==> src/rtl/word_unstacker_if.sv <==
// Handshake bundle for word_unstacker: a wide block comes in and narrow words go out.
// The slave modport is the unstacker's view. The master modport is the driver/sink
// side, such as a testbench or the surrounding datapath.
interface word_unstacker_if #(
    parameter int WORD_W  = 32,
    parameter int N_WORDS = 4
);
    // Block side (upstream, e.g. AES core result)
    logic                        valid_i;
    logic                        ready_o;
    logic [WORD_W*N_WORDS-1:0]   word_i;
    // Word side (downstream, e.g. streamer sink)
    logic                        valid_o;
    logic                        ready_i;
    logic [WORD_W-1:0]           word_o;
    logic                        last_o;

    modport slave (
        input  valid_i, word_i, ready_i,
        output ready_o, valid_o, word_o, last_o
    );

    modport master (
        output valid_i, word_i, ready_i,
        input  ready_o, valid_o, word_o, last_o
    );
endinterface

==> src/rtl/word_unstacker.sv <==
// word_unstacker: splits one WORD_W*N_WORDS block into N_WORDS words.
// The most significant word is sent first, so the order matches the word stacker.
// Optional feature macro: UNSTACKER_PREFETCH_EN. When it is defined, the next block
// can be accepted on the same cycle as the last word, so there is no gap between blocks.
module word_unstacker #(
    parameter int WORD_W  = 32,
    parameter int N_WORDS = 4
) (
    input  logic            clk_i,
    input  logic            rst_ni,
    input  logic            clr_i,
    input  logic            enable_i,
    word_unstacker_if.slave bus
);
    localparam int CW = (N_WORDS > 1) ? $clog2(N_WORDS) : 1;
    localparam logic [CW-1:0] LAST_CNT = CW'(N_WORDS - 1);

    typedef enum logic {IDLE = 1'b0, SEND = 1'b1} state_t;

    state_t                    state_reg;
    logic [CW-1:0]             cnt_reg;
    logic [WORD_W*N_WORDS-1:0] buffer_reg;

    logic              is_last;
    logic [WORD_W-1:0] word_arr [N_WORDS];

    // Word slots: slot 0 is the MSW, slot N_WORDS-1 the LSW.
    for (genvar gi = 0; gi < N_WORDS; gi++) begin : g_slice
        assign word_arr[gi] = buffer_reg[WORD_W*(N_WORDS-gi)-1 -: WORD_W];
    end

    assign is_last     = (state_reg == SEND) && (cnt_reg == LAST_CNT);
    assign bus.word_o  = word_arr[cnt_reg];
    assign bus.last_o  = is_last;
    assign bus.valid_o = enable_i && (state_reg == SEND);

`ifdef UNSTACKER_PREFETCH_EN
    // Accept the next block alongside the final word handshake; this ties ready_o to ready_i.
    assign bus.ready_o = enable_i && ((state_reg == IDLE) || (is_last && bus.ready_i));
`else
    // Only accept in IDLE, which keeps ready_i off the ready_o path.
    assign bus.ready_o = enable_i && (state_reg == IDLE);
`endif

    // Control FSM with word counter and block buffer; a low enable freezes everything.
    always_ff @(posedge clk_i or negedge rst_ni) begin
        if (!rst_ni) begin
            state_reg  <= IDLE;
            cnt_reg    <= '0;
            buffer_reg <= '0;
        end else if (clr_i) begin
            state_reg  <= IDLE;
            cnt_reg    <= '0;
            buffer_reg <= '0;
        end else if (enable_i) begin
            case (state_reg)
                IDLE: begin
                    if (bus.valid_i) begin
                        buffer_reg <= bus.word_i;
                        cnt_reg    <= '0;
                        state_reg  <= SEND;
                    end
                end
                SEND: begin
                    if (bus.ready_i) begin
                        if (!is_last) begin
                            cnt_reg <= cnt_reg + CW'(1);
                        end else begin
                            cnt_reg <= '0;
`ifdef UNSTACKER_PREFETCH_EN
                            if (bus.valid_i) begin
                                buffer_reg <= bus.word_i;
                                state_reg  <= SEND;
                            end else begin
                                buffer_reg <= '0;
                                state_reg  <= IDLE;
                            end
`else
                            buffer_reg <= '0;
                            state_reg  <= IDLE;
`endif
                        end
                    end
                end
                default: state_reg <= IDLE;
            endcase
        end
    end
endmodule

==> src/flat_wrapper.sv <==
// flat-port wrapper written by rule: the top's interface ports become plain ports
module word_unstacker_flat 
#(
    parameter int WORD_W  = 32,
    parameter int N_WORDS = 4
)
  (clk_i, rst_ni, clr_i, enable_i, bus_valid_i, bus_word_i, bus_ready_i, bus_ready_o, bus_valid_o, bus_word_o, bus_last_o);
  word_unstacker_if #(.WORD_W(WORD_W), .N_WORDS(N_WORDS)) bus_i ();
  input  logic clk_i;
  input  logic rst_ni;
  input  logic clr_i;
  input  logic enable_i;
  input wire logic [$bits(bus_i.valid_i)-1:0] bus_valid_i;
  input wire logic [$bits(bus_i.word_i)-1:0] bus_word_i;
  input wire logic [$bits(bus_i.ready_i)-1:0] bus_ready_i;
  output wire logic [$bits(bus_i.ready_o)-1:0] bus_ready_o;
  output wire logic [$bits(bus_i.valid_o)-1:0] bus_valid_o;
  output wire logic [$bits(bus_i.word_o)-1:0] bus_word_o;
  output wire logic [$bits(bus_i.last_o)-1:0] bus_last_o;
  assign bus_i.valid_i = bus_valid_i;
  assign bus_i.word_i = bus_word_i;
  assign bus_i.ready_i = bus_ready_i;
  assign bus_ready_o = bus_i.ready_o;
  assign bus_valid_o = bus_i.valid_o;
  assign bus_word_o = bus_i.word_o;
  assign bus_last_o = bus_i.last_o;
  word_unstacker #(.WORD_W(WORD_W), .N_WORDS(N_WORDS)) u_core (.clk_i(clk_i), .rst_ni(rst_ni), .clr_i(clr_i), .enable_i(enable_i), .bus(bus_i));
endmodule
==> config.mk <==
export PLATFORM = sky130hd
export DESIGN_NAME = word_unstacker_flat
export DESIGN_NICKNAME = d
export VERILOG_FILES = /design/src/rtl/word_unstacker_if.sv /design/src/rtl/word_unstacker.sv /design/src/flat_wrapper.sv
export SDC_FILE = /design/constraint.sdc
export NUM_CORES = 1
export LEC_CHECK = 0
export ABC_CLOCK_PERIOD_IN_PS = 3200
export CORE_ASPECT_RATIO = 1.25
export CORE_UTILIZATION = 50
export CTS_CLUSTER_DIAMETER = 80
export DETAILED_ROUTE_END_ITERATION = 7
export GPL_ROUTABILITY_DRIVEN = 0
export PLACE_DENSITY = 0.85
export SLEW_MARGIN = 15
export SYNTH_ARGS = -nofsm -noshare
export SYNTH_HDL_FRONTEND = slang
export SYNTH_SLANG_ARGS = --single-unit
export TNS_END_PERCENT = 1
==> constraint.sdc <==
create_clock -name clk_i -period 3.2 [get_ports clk_i]
set_input_delay 0.64 -clock clk_i [delete_from_list [all_inputs] [get_ports clk_i]]
set_output_delay 0.64 -clock clk_i [all_outputs]
set_load 0.05 [all_outputs]
======== Word level (Yosys, flattened, before mapping) ========
Cells that the tools add are included.
word-level totals
  register bits ........................... 131
  logic and storage cells ................. 38
  input bits .............................. 134
  output and inout port bits .............. 35
cells by class
  bitwise logic cells ..................... 2
  reductions and logical operators ........ 6
  eq/ne operators ......................... 4
  magnitude comparators ................... 1
  add/sub/neg operators ................... 1
  muxes and demuxes ....................... 21
operators with widths
  kind                 count
  $mux 128             5
  $pmux 128 s2         1
  $bmux 32 s2          1
  $mux 32              2
  $mux 2               5
  $ne 3x3->1 const B   3
  $mux 1               5
  $pmux 2 s2           1
  $reduce_and 4->1     1
  $ge 3x3->1 const B   1
  $logic_and 1x1->1    3
  $not 2->3            1
  $reduce_and 3->1     1
  $add 2x1->2 const B  1
  $eq 2x2->1 const B   1
  $pmux 1 s2           1
  $reduce_bool 2->1    1
  $not 1->1            1

======== Longest topological paths before layout ========
  word-level depth ........................ 7
  depth in mapped cells ................... 6
  gate-level depth less buffers ........... 4

======== Worst setup path before layout ========
No wires, ideal clock.
  path type ............................... input port to flip-flop
  start ................................... input port enable_i
  end ..................................... register u_core.buffer_reg[62]
  library setup time ...................... 65 ps
  data required time ...................... 3135 ps
  arrival time ............................ 2134 ps
  slack ................................... 1000 ps
  cell stages on the path ................. 5
  path buffers ............................ 2
  cell sequence ........................... nor2b_1 and3b_1 buf_2 buf_2 a22o_1
between the ends
  cells in the longest elaborated chain, start to end .. 2
RTL lines
  what                         line                  text
  start, declared              flat_wrapper.sv:12    input logic enable_i;
  $reduce_bool 2->1 (no line)  --
  $reduce_and 4->1 (no line)   --
  end signal, assigned         word_unstacker.sv:59  buffer_reg <= bus.word_i;
  end, declared                word_unstacker.sv:22  logic [WORD_W*N_WORDS-1:0] buffer_reg;
Every way passes these cells.
A chain may end at the register's enable or synchronous reset.

======== Final worst setup path ========
  start ................................... register u_core.cnt_reg[0]
  end ..................................... output port bus_word_o[15]
between the ends
  cells in the longest elaborated chain, start to end .. 4
RTL lines
  what                                        line                  text
  start, declared                             word_unstacker.sv:21  logic [CW-1:0] cnt_reg;
  start signal, assigned                      word_unstacker.sv:67  cnt_reg <= cnt_reg + CW'(1);
  $not 2->3 (implied by the code)             word_unstacker.sv:33  assign bus.word_o = word_arr[cnt_reg];
  $bmux 32 s2                                 word_unstacker.sv:33
  $mux 32 (implied by the code) (2 in a row)  word_unstacker.sv:33
  end, declared                               flat_wrapper.sv:18    output wire logic [$bits(bus_i.word_o)-1:0] bus_word_o;
Every way passes these cells. The select of a mux whose other input is x is not followed.

==> impl_metrics.yaml <==
worst_setup_path:
  crit_arrival_ps: 2420
  required_ps: 2560
  worstSetupPathType: "flip-flop to primary output"
  r2r_start: "u_core.cnt_reg[0]$_DFFE_PN0P_"
  crit_buf_inv: 2
  crit_path_max_fanout: 16
  crit_start: "u_core.cnt_reg[0]$_DFFE_PN0P_"
  slowest_delay_ps: 710
  cpLargestDelayFamily: "buffers and inverters"
  start_kind: "flip-flop"
  slowest_stage: "clkdlybuf4s50_1"
  endpoint_kind: "primary output"
  crit_chain: "buf_12 -> mux4_2 -> clkdlybuf4s50_1"
hold_path:
  min_path_type: "input pin to async pin"
routing:
  wirelength_um: 14000
  avgRoutedWirePerCell_um: 21.4
  drc: 0
  vias_per_cell: 6.09
  drt_iter0_markers: 279
  detail-route-antenna-nets: 0
  firstDrtPassIters: 4
  vias: 3969
global_route:
  grt_use_met3_pct: 7.60
  grt_pass1_vias: 4341
  grt_most_used_layer: "met2"
  grtUsageMet2_pct: 43.4
  antenna_found_initial: 0
  grt_max_degree: 132
  grt.total_usage_pct: 25.9
  grtUsageMet1_pct: 30.9
  grt_remaining_overflow: 0
  grt_pass1_wl_um: 21800
layout:
  largest_reg_flops: 128
  fin_nets: 642
  antenna_cells: 0
  final_cell_area_um2: 7880
  stdcell_count: 652
  fillerInstances: 673
  final_common_cell: "clkdlybuf4s50_1"
  mostFrequentLayoutCells: "158 x clkdlybuf4s50_1, 130 x dfrtp_1, 128 x a22o_1"
  syn_to_final_growth_pct: 42.8
  drive_above_1_share_pct: 15.8
  final_core_util_pct: 73.9
synth:
  synth-seq-cells: 131
  ys_types: 22
  syn_nets: 482
  ys_seq_area_share_pct: 59.4
  synth_area_um2: 5520
  syn-instance-count: 347
  yosysWarnings: 0
  synth.avg_cell_area_um2: 15.9
timing:
  setup-tns-final_ps: 0
  hold_viol: 0
  fin_crit_sh_pct: 95.6
  final_max_slew_viol_count: 0
  fmax_mhz: 327
  rsz0062_at_grt: "no"
  max_slew_margin_pct: 54.6
  setup_viol: 0
  skew_ps: 7.21
  period_needed_ps: 3060
  worstMarginPinSlew_ps: 682
cts:
  cts_buffers: 17
  cts_root_buf: "clkbuf_16"
  cts_tree: "done"
  cts.path.max_buffers: 2
  htreeDepth: 4
  clock_latency_ps: 410
  cts.sinks: 131
  clk_pin_slew_ps: 60
power:
  power_per_cell_area_nw_per_um2: 549
  ir_drop_mv: 0.292
  p_leak_nw: 3.55
outcome:
  outcome: "completed"
place:
  dp_hpwl_um: 9300
  dp_cells: 620
  io_buffers: 168
  placed_area_um2: 7250
die:
  ios: 169
  die_width_um: 96.0
  dieArea_um2: 11500
  initial_core_util_pct: 51.7
  coreArea_um2: 10700
  fp.dieH_um: 119
  placementRows: 42
run:
  cap_violations: 0
stage by stage:
stage	hold WS, ps	worst slack (ps)	total power [mW]
floorplan	344	1000	2.05
global placement	482	484	2.32
detailed placement	490	470	2.33
CTS	375	26.9	4.35
global route	397	49.2	4.45
finish	334	142	4.32
layout make-up:
| cell class | instances | area [um^2] | share of cell area [%] |
|---|---|---|---|
| timing repair buffer | 178 | 1830 | 23.2 |
| inverter | 2 | 7.51 | 0.0953 |
| multi-input combinational | 177 | 1980 | 25.1 |
| clock inverter | 11 | 158 | 2.00 |
| clock buffer | 21 | 460 | 5.84 |
| sequential | 131 | 3280 | 41.6 |
| tap | 132 | 165 | 2.10 |
timing repair:
action                                  4_1_cts  5_1_grt
endpoints found under the setup margin        0       18
hold buffers                                  0        0
setup buffers                                 0        0
resized for setup                             0        5
report_power, final:
| part | leakage, nW | total [mW] | switching, mW | internal [mW] |
|---|---|---|---|---|
| Sequential | 1.78 | 1.78 | 0.0492 | 1.73 |
| Clock | 0.306 | 2.02 | 0.681 | 1.34 |
| Combinational | 1.46 | 0.522 | 0.242 | 0.280 |
| Total | 3.55 | 4.32 | 0.972 | 3.35 |
per-layer routing:
layer / wire length (um) / vias up
met1: 5460 / 2059
met4: 391 / 0
met3: 810 / 27
met2: 7310 / 162
met5: 0 / -
li1: - / 1721
synth_stat cells:
| master | count | area share, % |
|---|---|---|
| and3b_1 | 1 | 0.16 |
| dfrtp_1 | 131 | 59 |
| mux2i_1 | 1 | 0.18 |
| a22o_1 | 128 | 20 |
| buf_6 | 13 | 2.7 |
| mux4_2 | 32 | 13 |
| and2_1 | 1 | 0.11 |
| nor3_1 | 1 | 0.091 |
| clkbuf_1 | 3 | 0.20 |
| a21oi_1 | 3 | 0.27 |
| or4_1 | 1 | 0.14 |
| nor2b_1 | 1 | 0.11 |
| nor2_1 | 1 | 0.068 |
| buf_4 | 1 | 0.14 |
| a311oi_2 | 1 | 0.27 |
| ha_1 | 1 | 0.23 |
| nand2b_1 | 1 | 0.11 |
| o21ai_0 | 2 | 0.18 |
| nand4_1 | 1 | 0.11 |
| inv_1 | 2 | 0.14 |
| and4_4 | 1 | 0.20 |
| buf_2 | 20 | 1.8 |
cells by family after synthesis:
| kind of cell | Yosys count | synth area share (%) |
|---|---|---|
| fa+ha+maj | 1 | 0.227 |
| mux | 33 | 13.2 |
| compound gates | 134 | 21.0 |
| flops | 131 | 59.4 |
| simple gates | 9 | 1.11 |
| buf+inv | 39 | 4.94 |
worst paths after layout:
kind / to / slack (ps) / cells past startpoint
min in group clk_i: u_core.buffer_reg[71]$_DFFE_PN0P_ / 500 / 1
min: u_core.buffer_reg[21]$_DFFE_PN0P_ / 330 / 2
max: bus_word_o[15] / 140 / 3
max reg2reg: u_core.buffer_reg[70]$_DFFE_PN0P_ / 810 / 6
min reg2reg: u_core.buffer_reg[71]$_DFFE_PN0P_ / 500 / 1
max in group asynchronous: u_core.buffer_reg[14]$_DFFE_PN0P_ / 2350 / 2
No activity file was read; power rests on OpenSTA's default activity.
